==> src/rtl/spi_slave_sync_if.sv <==
// spi_slave_sync_if: SPI pins plus the parallel rx/tx side of spi_slave_sync.
//   slave modport  : the responder (sclk/cs/sdi/tx_data/tx_valid in; sdo/rx_data/rx_valid/tx_ready/frame_err out)
//   master modport : the environment driving the SPI pins and the tx queue
interface spi_slave_sync_if #(
  parameter int unsigned DATA_W = 8
);
  logic              sclk;
  logic              cs;
  logic              sdi;
  logic              sdo;
  logic [DATA_W-1:0] rx_data;
  logic              rx_valid;
  logic [DATA_W-1:0] tx_data;
  logic              tx_valid;
  logic              tx_ready;
  logic              frame_err;

  modport slave (
    input  sclk, cs, sdi, tx_data, tx_valid,
    output sdo, rx_data, rx_valid, tx_ready, frame_err
  );

  modport master (
    output sclk, cs, sdi, tx_data, tx_valid,
    input  sdo, rx_data, rx_valid, tx_ready, frame_err
  );
endinterface

==> src/rtl/spi_slave_sync.sv <==
// spi_slave_sync: SPI responder clocked on the system clock. sclk/cs/sdi are
// oversampled through synchronizers; bits are captured LSB first on sclk falls.
// A cs-low frame carries DATA_W receive bits followed by DATA_W response bits.
// Ports:
//   clk, rst_n  system clock (>= 4x sclk), asynchronous active-low reset
//   bus         spi_slave_sync_if.slave (SPI pins, rx word/pulse, tx handshake, frame_err)
// Optional feature: define SPI_SLV_ECHO_EN to answer with the received word when
// no response is queued; otherwise the fallback response is all zeros.
module spi_slave_sync #(
  parameter int unsigned DATA_W      = 8,
  parameter int unsigned SYNC_STAGES = 2
) (
  input  logic           clk,
  input  logic           rst_n,
  spi_slave_sync_if.slave bus
);

  localparam int unsigned CNT_W = (DATA_W > 2) ? $clog2(DATA_W) : 1;
  localparam logic [CNT_W-1:0] LAST_BIT = CNT_W'(DATA_W - 1);

  typedef enum logic [1:0] {IDLE, RX, TX, DONE} state_e;

  logic [SYNC_STAGES-1:0] sclk_sync_q, cs_sync_q, sdi_sync_q, fill_q;
  logic                   sclk_d1_q, cs_d1_q;
  logic                   s_sclk, s_cs, s_sdi, fall_c, cs_rise_c;

  state_e             state_q, state_d;
  logic [CNT_W-1:0]   cnt_q, cnt_d;
  logic [DATA_W-2:0]  rx_shift_q, rx_shift_d;
  logic [DATA_W-1:0]  tx_shift_q, tx_shift_d;
  logic [DATA_W-1:0]  rx_data_q, rx_data_d;
  logic [DATA_W-1:0]  hold_q, hold_d;
  logic               sdo_q, sdo_d;
  logic               rx_done_q, rx_done_d;
  logic               rx_valid_q;
  logic               tx_ready_q, tx_ready_d;
  logic               frame_err_q, frame_err_d;
  logic               armed_q, armed_d;
  logic [DATA_W-1:0]  rx_word_c, fallback_c, resp_c;

  assign s_sclk    = sclk_sync_q[SYNC_STAGES-1];
  assign s_cs      = cs_sync_q[SYNC_STAGES-1];
  assign s_sdi     = sdi_sync_q[SYNC_STAGES-1];
  assign fall_c    = sclk_d1_q & ~s_sclk;
  assign cs_rise_c = ~cs_d1_q & s_cs;

  // Word completed by the current fall (bit DATA_W-1 enters at the MSB).
  assign rx_word_c = {s_sdi, rx_shift_q};

`ifdef SPI_SLV_ECHO_EN
  assign fallback_c = rx_word_c;
`else
  assign fallback_c = '0;
`endif

  // tx_ready_q low means the holding register is full.
  assign resp_c = tx_ready_q ? fallback_c : hold_q;

  assign bus.sdo       = sdo_q;
  assign bus.rx_data   = rx_data_q;
  assign bus.rx_valid  = rx_valid_q;
  assign bus.tx_ready  = tx_ready_q;
  assign bus.frame_err = frame_err_q;

  // Synchronizers reset to the idle bus; fill_q marks when s_* hold real samples.
  always_ff @(posedge clk or negedge rst_n) begin
    if (!rst_n) begin
      sclk_sync_q <= '0;
      cs_sync_q   <= '1;
      sdi_sync_q  <= '0;
      fill_q      <= '0;
      sclk_d1_q   <= 1'b0;
      cs_d1_q     <= 1'b1;
    end else begin
      sclk_sync_q <= {sclk_sync_q[SYNC_STAGES-2:0], bus.sclk};
      cs_sync_q   <= {cs_sync_q[SYNC_STAGES-2:0], bus.cs};
      sdi_sync_q  <= {sdi_sync_q[SYNC_STAGES-2:0], bus.sdi};
      fill_q      <= {fill_q[SYNC_STAGES-2:0], 1'b1};
      sclk_d1_q   <= s_sclk;
      cs_d1_q     <= s_cs;
    end
  end

  // Frame FSM, holding register and output next-state logic.
  always_comb begin
    state_d     = state_q;
    cnt_d       = cnt_q;
    rx_shift_d  = rx_shift_q;
    tx_shift_d  = tx_shift_q;
    rx_data_d   = rx_data_q;
    hold_d      = hold_q;
    sdo_d       = sdo_q;
    rx_done_d   = 1'b0;
    frame_err_d = 1'b0;
    tx_ready_d  = tx_ready_q;
    // A cs already low at reset release must be seen high before a frame may start.
    armed_d     = armed_q | (fill_q[SYNC_STAGES-1] & s_cs);

    if (bus.tx_valid && tx_ready_q) begin
      hold_d     = bus.tx_data;
      tx_ready_d = 1'b0;
    end

    unique case (state_q)
      IDLE: begin
        sdo_d = 1'b0;
        cnt_d = '0;
        if (armed_q && !s_cs) state_d = RX;
      end
      RX: begin
        if (cs_rise_c) begin
          state_d     = IDLE;
          sdo_d       = 1'b0;
          cnt_d       = '0;
          frame_err_d = 1'b1;
        end else if (fall_c && !s_cs) begin
          rx_shift_d = rx_word_c[DATA_W-1:1];
          cnt_d      = cnt_q + CNT_W'(1);
          if (cnt_q == LAST_BIT) begin
            rx_data_d  = rx_word_c;
            rx_done_d  = 1'b1;
            tx_shift_d = resp_c;
            sdo_d      = resp_c[0];
            cnt_d      = CNT_W'(1);
            state_d    = TX;
            if (!tx_ready_q) tx_ready_d = 1'b1;
          end
        end
      end
      TX: begin
        if (cs_rise_c) begin
          state_d     = IDLE;
          sdo_d       = 1'b0;
          cnt_d       = '0;
          frame_err_d = 1'b1;
        end else if (fall_c && !s_cs) begin
          sdo_d = tx_shift_q[cnt_q];
          if (cnt_q == LAST_BIT) begin
            state_d = DONE;
            cnt_d   = '0;
          end else begin
            cnt_d = cnt_q + CNT_W'(1);
          end
        end
      end
      DONE: begin
        if (s_cs) begin
          state_d = IDLE;
          sdo_d   = 1'b0;
        end
      end
      default: state_d = IDLE;
    endcase
  end

  // State and output registers; rx_valid trails rx_data by one clk.
  always_ff @(posedge clk or negedge rst_n) begin
    if (!rst_n) begin
      state_q     <= IDLE;
      cnt_q       <= '0;
      rx_shift_q  <= '0;
      tx_shift_q  <= '0;
      rx_data_q   <= '0;
      hold_q      <= '0;
      sdo_q       <= 1'b0;
      rx_done_q   <= 1'b0;
      rx_valid_q  <= 1'b0;
      tx_ready_q  <= 1'b1;
      frame_err_q <= 1'b0;
      armed_q     <= 1'b0;
    end else begin
      state_q     <= state_d;
      cnt_q       <= cnt_d;
      rx_shift_q  <= rx_shift_d;
      tx_shift_q  <= tx_shift_d;
      rx_data_q   <= rx_data_d;
      hold_q      <= hold_d;
      sdo_q       <= sdo_d;
      rx_done_q   <= rx_done_d;
      rx_valid_q  <= rx_done_q;
      tx_ready_q  <= tx_ready_d;
      frame_err_q <= frame_err_d;
      armed_q     <= armed_d;
    end
  end

endmodule

==> src/flat_wrapper.sv <==
// flat-port wrapper written by rule: the top's interface ports become plain ports
module spi_slave_sync_flat 
#(
  parameter int unsigned DATA_W      = 8,
  parameter int unsigned SYNC_STAGES = 2
)
  (clk, rst_n, bus_sclk, bus_cs, bus_sdi, bus_tx_data, bus_tx_valid, bus_sdo, bus_rx_data, bus_rx_valid, bus_tx_ready, bus_frame_err);
  spi_slave_sync_if #(.DATA_W(DATA_W)) bus_i ();
  input  logic clk;
  input  logic rst_n;
  input wire logic [$bits(bus_i.sclk)-1:0] bus_sclk;
  input wire logic [$bits(bus_i.cs)-1:0] bus_cs;
  input wire logic [$bits(bus_i.sdi)-1:0] bus_sdi;
  input wire logic [$bits(bus_i.tx_data)-1:0] bus_tx_data;
  input wire logic [$bits(bus_i.tx_valid)-1:0] bus_tx_valid;
  output wire logic [$bits(bus_i.sdo)-1:0] bus_sdo;
  output wire logic [$bits(bus_i.rx_data)-1:0] bus_rx_data;
  output wire logic [$bits(bus_i.rx_valid)-1:0] bus_rx_valid;
  output wire logic [$bits(bus_i.tx_ready)-1:0] bus_tx_ready;
  output wire logic [$bits(bus_i.frame_err)-1:0] bus_frame_err;
  assign bus_i.sclk = bus_sclk;
  assign bus_i.cs = bus_cs;
  assign bus_i.sdi = bus_sdi;
  assign bus_i.tx_data = bus_tx_data;
  assign bus_i.tx_valid = bus_tx_valid;
  assign bus_sdo = bus_i.sdo;
  assign bus_rx_data = bus_i.rx_data;
  assign bus_rx_valid = bus_i.rx_valid;
  assign bus_tx_ready = bus_i.tx_ready;
  assign bus_frame_err = bus_i.frame_err;
  spi_slave_sync #(.DATA_W(DATA_W), .SYNC_STAGES(SYNC_STAGES)) u_core (.clk(clk), .rst_n(rst_n), .bus(bus_i));
endmodule
==> config.mk <==
export PLATFORM = sky130hd
export DESIGN_NAME = spi_slave_sync_flat
export DESIGN_NICKNAME = d
export VERILOG_FILES = /design/src/rtl/spi_slave_sync_if.sv /design/src/rtl/spi_slave_sync.sv /design/src/flat_wrapper.sv
export SDC_FILE = /design/constraint.sdc
export NUM_CORES = 1
export LEC_CHECK = 0
export ABC_AREA = 0
export CAP_MARGIN = 0
export CORE_ASPECT_RATIO = 0.5
export CORE_MARGIN = 2
export CORE_UTILIZATION = 50
export CTS_CLUSTER_SIZE = 30
export DETAILED_ROUTE_END_ITERATION = 10
export PLACE_DENSITY_LB_ADDON = 0.2
export SLEW_MARGIN = 20
export SYNTH_ARGS = -nofsm -noshare
export SYNTH_HDL_FRONTEND = slang
export SYNTH_SLANG_ARGS = --single-unit
==> constraint.sdc <==
create_clock -name clk -period 2.3 [get_ports clk]
set_clock_uncertainty 0.2 [all_clocks]
set_input_delay 0.575 -clock clk [delete_from_list [all_inputs] [get_ports clk]]
set_output_delay 0.575 -clock clk [all_outputs]
set_load 0.02 [all_outputs]
# Word level (Yosys, flattened, before mapping)
# Cells that the tools add are included.
[totals]
regBits = 52
latchBits = 0
ram_bits = 0
mem_bits_ro = 0
inputBits = 14
n_memories = 0
[classes]
add_sub_neg = 1
n_mul = 0
div_mod_pow = 0
n_lt_le_gt_ge = 1
n_eq_ne = 10
shift = 0
mux = 38
bitwise_logic = 7
reduce_logical = 12
[ops]
columns = ["op", "n"]
rows = [
  ["2-to-1 mux 1 bit", 19],
  ["2-to-1 mux 3 bit", 6],
  ["2-to-1 mux 2 bit", 8],
  ["inequality test 3 x 1 -> 1 bit (second input constant)", 4],
  ["one-hot mux 3 bit (3 select lines)", 1],
  ["2-to-1 mux 8 bit", 1],
  ["one-hot mux 2 bit (4 select lines)", 1],
  ["AND reduction 4 bit", 2],
  ["AND reduction 3 bit", 2],
  ["AND reduction 6 bit", 1],
  ["== test 2 bit (second input constant)", 2],
  ["less-than comparator 3 x 4 -> 1 bit (second input constant)", 1],
  ["inequality test 2 x 1 -> 1 bit (second input constant)", 2],
  ["one-hot mux 1 bit (4 select lines)", 1],
  ["adder 3 x 1 -> 3 bit (second input constant)", 1],
  ["AND 1 bit", 3],
  ["binary-select mux 1 bit (select 3 bit)", 1],
  ["== test 3 bit (second input constant)", 1],
  ["logical AND 1 bit", 3],
  ["NOT 1 bit", 3],
  ["nonzero test 3 bit", 1],
  ["== test 2 x 1 -> 1 bit (second input constant)", 1],
  ["logical NOT 2 bit", 1],
  ["OR reduction 2 bit", 1],
  ["other kinds (2)", 2],
]

# Depth between registers and ports, before layout
[depth]
depth_word = 7
mapped_depth = 8
depth_no_buf = 6

# Worst setup path before layout
# OpenSTA, ideal clock, no wires.
[synth_path]
kind = "register -> register"
startpoint = "register u_core.state_q[1]"
endpoint = "register u_core.rx_data_q[0] (netlist: u_core.bus.rx_data[0])"
t_arrival_ns = 1.673
required_ns = 1.972
path_slack_ns = 0.299
stages_incl_launch_ff = 8
path_buffers = 1
synth_period_minus_slack_ns = 2.001
path_cell_list = "dfrtp_1 > inv_1 > ha_1 > nor4bb_1 > buf_2 > nand2_2 > inv_2 > mux2_1"
[synth_between]
elab_chain_len = 2
[synth_rtl]
columns = ["item", "line_no", "rtl"]
rows = [
  ["start, declared", "spi_slave_sync.sv:27", "state_e state_q, state_d;"],
  ["start signal, assigned", "spi_slave_sync.sv:172", "state_q <= state_d;"],
  ["== test 2 x 1 -> 1 bit", "spi_slave_sync.sv:104", "unique case (state_q)"],
  ["AND reduction 4 bit (no line)", "-", ""],
  ["end signal, assigned", "spi_slave_sync.sv:176", "rx_data_q <= rx_data_d;"],
  ["end, declared", "spi_slave_sync.sv:31", "logic [DATA_W-1:0] rx_data_q, rx_data_d;"],
]
# Every way passes these cells.
# A chain may end at the register's enable or synchronous reset.

# Worst setup path in the final report
[layout_path]
startpoint = "register u_core.tx_ready_q (netlist: u_core.bus.tx_ready)"
endpoint = "output port bus_tx_ready"
[layout_rtl]
columns = ["item", "line_no", "rtl"]
rows = [
  ["start, declared", "spi_slave_sync.sv:36", "logic tx_ready_q, tx_ready_d;"],
  ["start signal, assigned", "spi_slave_sync.sv:181", "tx_ready_q <= tx_ready_d;"],
  ["end, declared", "flat_wrapper.sv:19", "output wire logic [$bits(bus_i.tx_ready)-1:0] bus_tx_ready;"],
]
# No word-level cell between the ends.

==> out/qor.txt <==
outcome = completed
WP data arrival = 1.46 ns
synth unique cells = 38
Req. time, crit path = 1.52 ns
Vias/cell = 5.14
TritonCTS clock tree = yes
WS Path Type = reg2out
critical path's largest stage delay = 0.61 ns
fraction of layout cells with a size suffix above 1 = 17.4%
Worst Setup Start Kind = flop
Setup Buffers After CTS = 0
metal1 wirelength = 1790 um
Top Layer Used = met4
r2r endpoint = u_core.bus.rx_data[3]$_DFFE_PN0P_
global placer's final weighted congestion = 0.914
fmax = 0.448 GHz
met3 WL = 138 um
Vias = 1,254
crit end category = output port
syn_nets = 177
Final period util = 97.0%
GR Overflow Total = 0
unrepaired setup endpoints after global routing = no
post-layout minimum cycle time = 2.23 ns
hold buffer count at cts = 0
Worst path depth = 1
clock buffer depth = 2
Post-Synth XOR/XNOR Area = 0%
Buf+Inv Stages, Crit Path = 1
crit path cell chain = clkdlybuf4s50_1
drt pass-1 iters = 7
Async SR Flop Fraction = 100%
Synth Flop Type = dfrtp_1
Iter 0 DRT Violations = 27
Comb pwr share = 21.8%
max cap viols = 0
switching share of total power = 28.6%
Post-synth EDFFs = 0
largest family of logic cells by synthesized area = multiplexers
Area Overhead vs Synth = 21.0%
Net Switching = 0.000583 W
# IOs = 26
initial core utilization = 53.2%
largest net degree at the start of global routing = 53
Syn. warnings = 0
Chip Width = 96.1 um
# diodes = 0
PD cells = 796 nW/um2
CP max-delay cell = clkdlybuf4s50_1
Tot GR Track Use = 17.5%
r2r startpoint = u_core.state_q[1]$_DFFE_PN0P_
Slew Viols, Final = 0
Pint = 0.00146 W
complex-gate fraction of the synthesized area = 7.15%
Seq pwr share = 51.8%
VDD IR max = 0.493 mV
Area after DPL = 2460 um2
H-tree Lvls = 2
Clk network pwr share = 26.4%
# nets final = 210
Critical Path Sink = bus_tx_ready
Setup TNS Final = 0 ns
most frequent cells in the layout = dfrtp_1 (48), clkdlybuf4s50_1 (24), mux2_1 (16)
commonest non-fill, non-tap cell in the layout = dfrtp_1
clk root buf = clkbuf_8
Hold Vio Cnt, Final = 0
R2R depth = 6
ANT nets after route = 0
CP max FO = 2
DRC errors left = 0
Mapped Cells = 156
Pleak = 1.19 nW
CTS Sinks = 52
Die Area = 4800 um2
multiplexer share of the synthesized area = 15.4%
Critical path origin = u_core.bus.tx_ready$_DFF_PN1_
worst min path class = in2async
Core ar. = 3980 um2
first-pass GRT wire length = 6190 um
CTS Buf Count = 5
routed len/inst = 14.7 um
number of synthesized register bits = 52
post-CTS sizing = 0
die height = 50.0 um
R2R Setup Slk = 0.25 ns
Setup-failing EPs final = 0
Met2 Routed Length = 1570 um
Worst-Skew Late Latency = 0.30 ns
register area share after synthesis = 61.7%
Detailed Place HPWL = 2460 um
syn avg cell area = 13.6 um2
routed wire length = 3580 um
# rows = 16
initial antenna violation count = 0
post-synthesis simple-gate area fraction = 9.33%
final instance area = 2560 um2
adder-cell share of the synthesized area = 4.13%
Post-Syn Area = 2120 um2
family with the most delay on the worst path = buffers and inverters
CTS clk-pin slew, worst paths = 0.09 ns
number of global-route vias before repair = 1,312
IO Port Bufs = 25
## cells in the mapped netlist (2+ instances only)
library cell,count,area share [%]
inv_1,7,1.2
nand2_1,11,1.9
o21ai_1,8,1.9
mux2_2,8,4.3
dfrtp_1,48,57
nand4_1,4,1.2
mux2_1,16,8.5
a32oi_1,2,0.83
o31ai_1,2,0.71
nand2b_1,10,3.0
dfstp_2,4,5.0
mux4_2,2,2.1
ha_1,7,4.1
clkbuf_1,2,0.35
nand3_1,2,0.47
## worst min path at each step
stage / start / endpoint / slack (ns) / depth (start not counted)
finish: rst_n / u_core.bus.frame_err$_DFF_PN0_ / 0.04 / 2
CTS: rst_n / u_core.bus.frame_err$_DFF_PN0_ / 0.05 / 2
detailed placement: u_core.sdi_sync_q[0]$_DFF_PN0_ / u_core.sdi_sync_q[1]$_DFF_PN0_ / 0.13 / 0
global placement: u_core.rx_done_q$_DFF_PN0_ / u_core.bus.rx_valid$_DFF_PN0_ / 0.13 / 0
global route: rst_n / u_core.state_q[0]$_DFFE_PN0P_ / 0.06 / 2
floorplan: rst_n / u_core.armed_q$_DFF_PN0_ / 0.08 / 0
## cell families after synthesis
family                   after synthesis
buffers and inverters                 12
other                                  1
AND/OR/NAND/NOR                       35
flip-flops                            52
multiplexers                          27
adder cells (fa/ha/maj)                7
AO/OA/AOI/OAI                         22
## area by class of cell
class / count / area (um2)
inverter: 8 / 30.0
fill: 297 / 1420
clock inverter: 2 / 15.0
timing repair buffer: 30 / 295
multi-input combinational: 92 / 766
tap: 54 / 67.6
clock buffer: 6 / 82.6
sequential: 52 / 1310
## state kept, by name, summed over array words and instances, names as in the netlist, 2 cells and up
register	count
u_core.bus.rx_data	8
u_core.cnt_q	3
u_core.cs_sync_q	2
u_core.fill_q	2
u_core.hold_q	8
u_core.rx_shift_q	7
u_core.sclk_sync_q	2
u_core.sdi_sync_q	2
u_core.state_q	2
u_core.tx_shift_q	8
## power groups by stage
stage          combinational, W  clock (W)  sequential (W)
2_1_floorplan          0.000312          0         0.00106
3_3_place_gp           0.000427          0         0.00108
3_5_place_dp           0.000440          0         0.00108
4_1_cts                0.000443   0.000561         0.00106
5_1_grt                0.000500   0.000593         0.00107
6_report               0.000445   0.000538         0.00106
## through the flow
stage / hold WS (ns) / cells / power (W) / util [%] / setup slack, ns
after global routing: 0.0561 / 244 / 0.00217 / 64.3 / 0.0333
after detailed placement: 0.135 / 236 / 0.00152 / 61.9 / 0.246
after floorplan: 0.0794 / 156 / 0.00137 / - / 0.299
after CTS: 0.0465 / 244 / 0.00206 / 64.3 / 0.0447
final: 0.0380 / 244 / 0.00204 / 64.3 / 0.0698
after global placement: 0.132 / 236 / 0.00150 / 61.9 / 0.297
## per-layer routing
layer  GRT usage, %  vias up
met1           24.0      606
li1               -      611
met4           8.10        0
met5              0        -
met3           5.35        9
met2           25.5       28
Power figures use the tool's default switching activity.
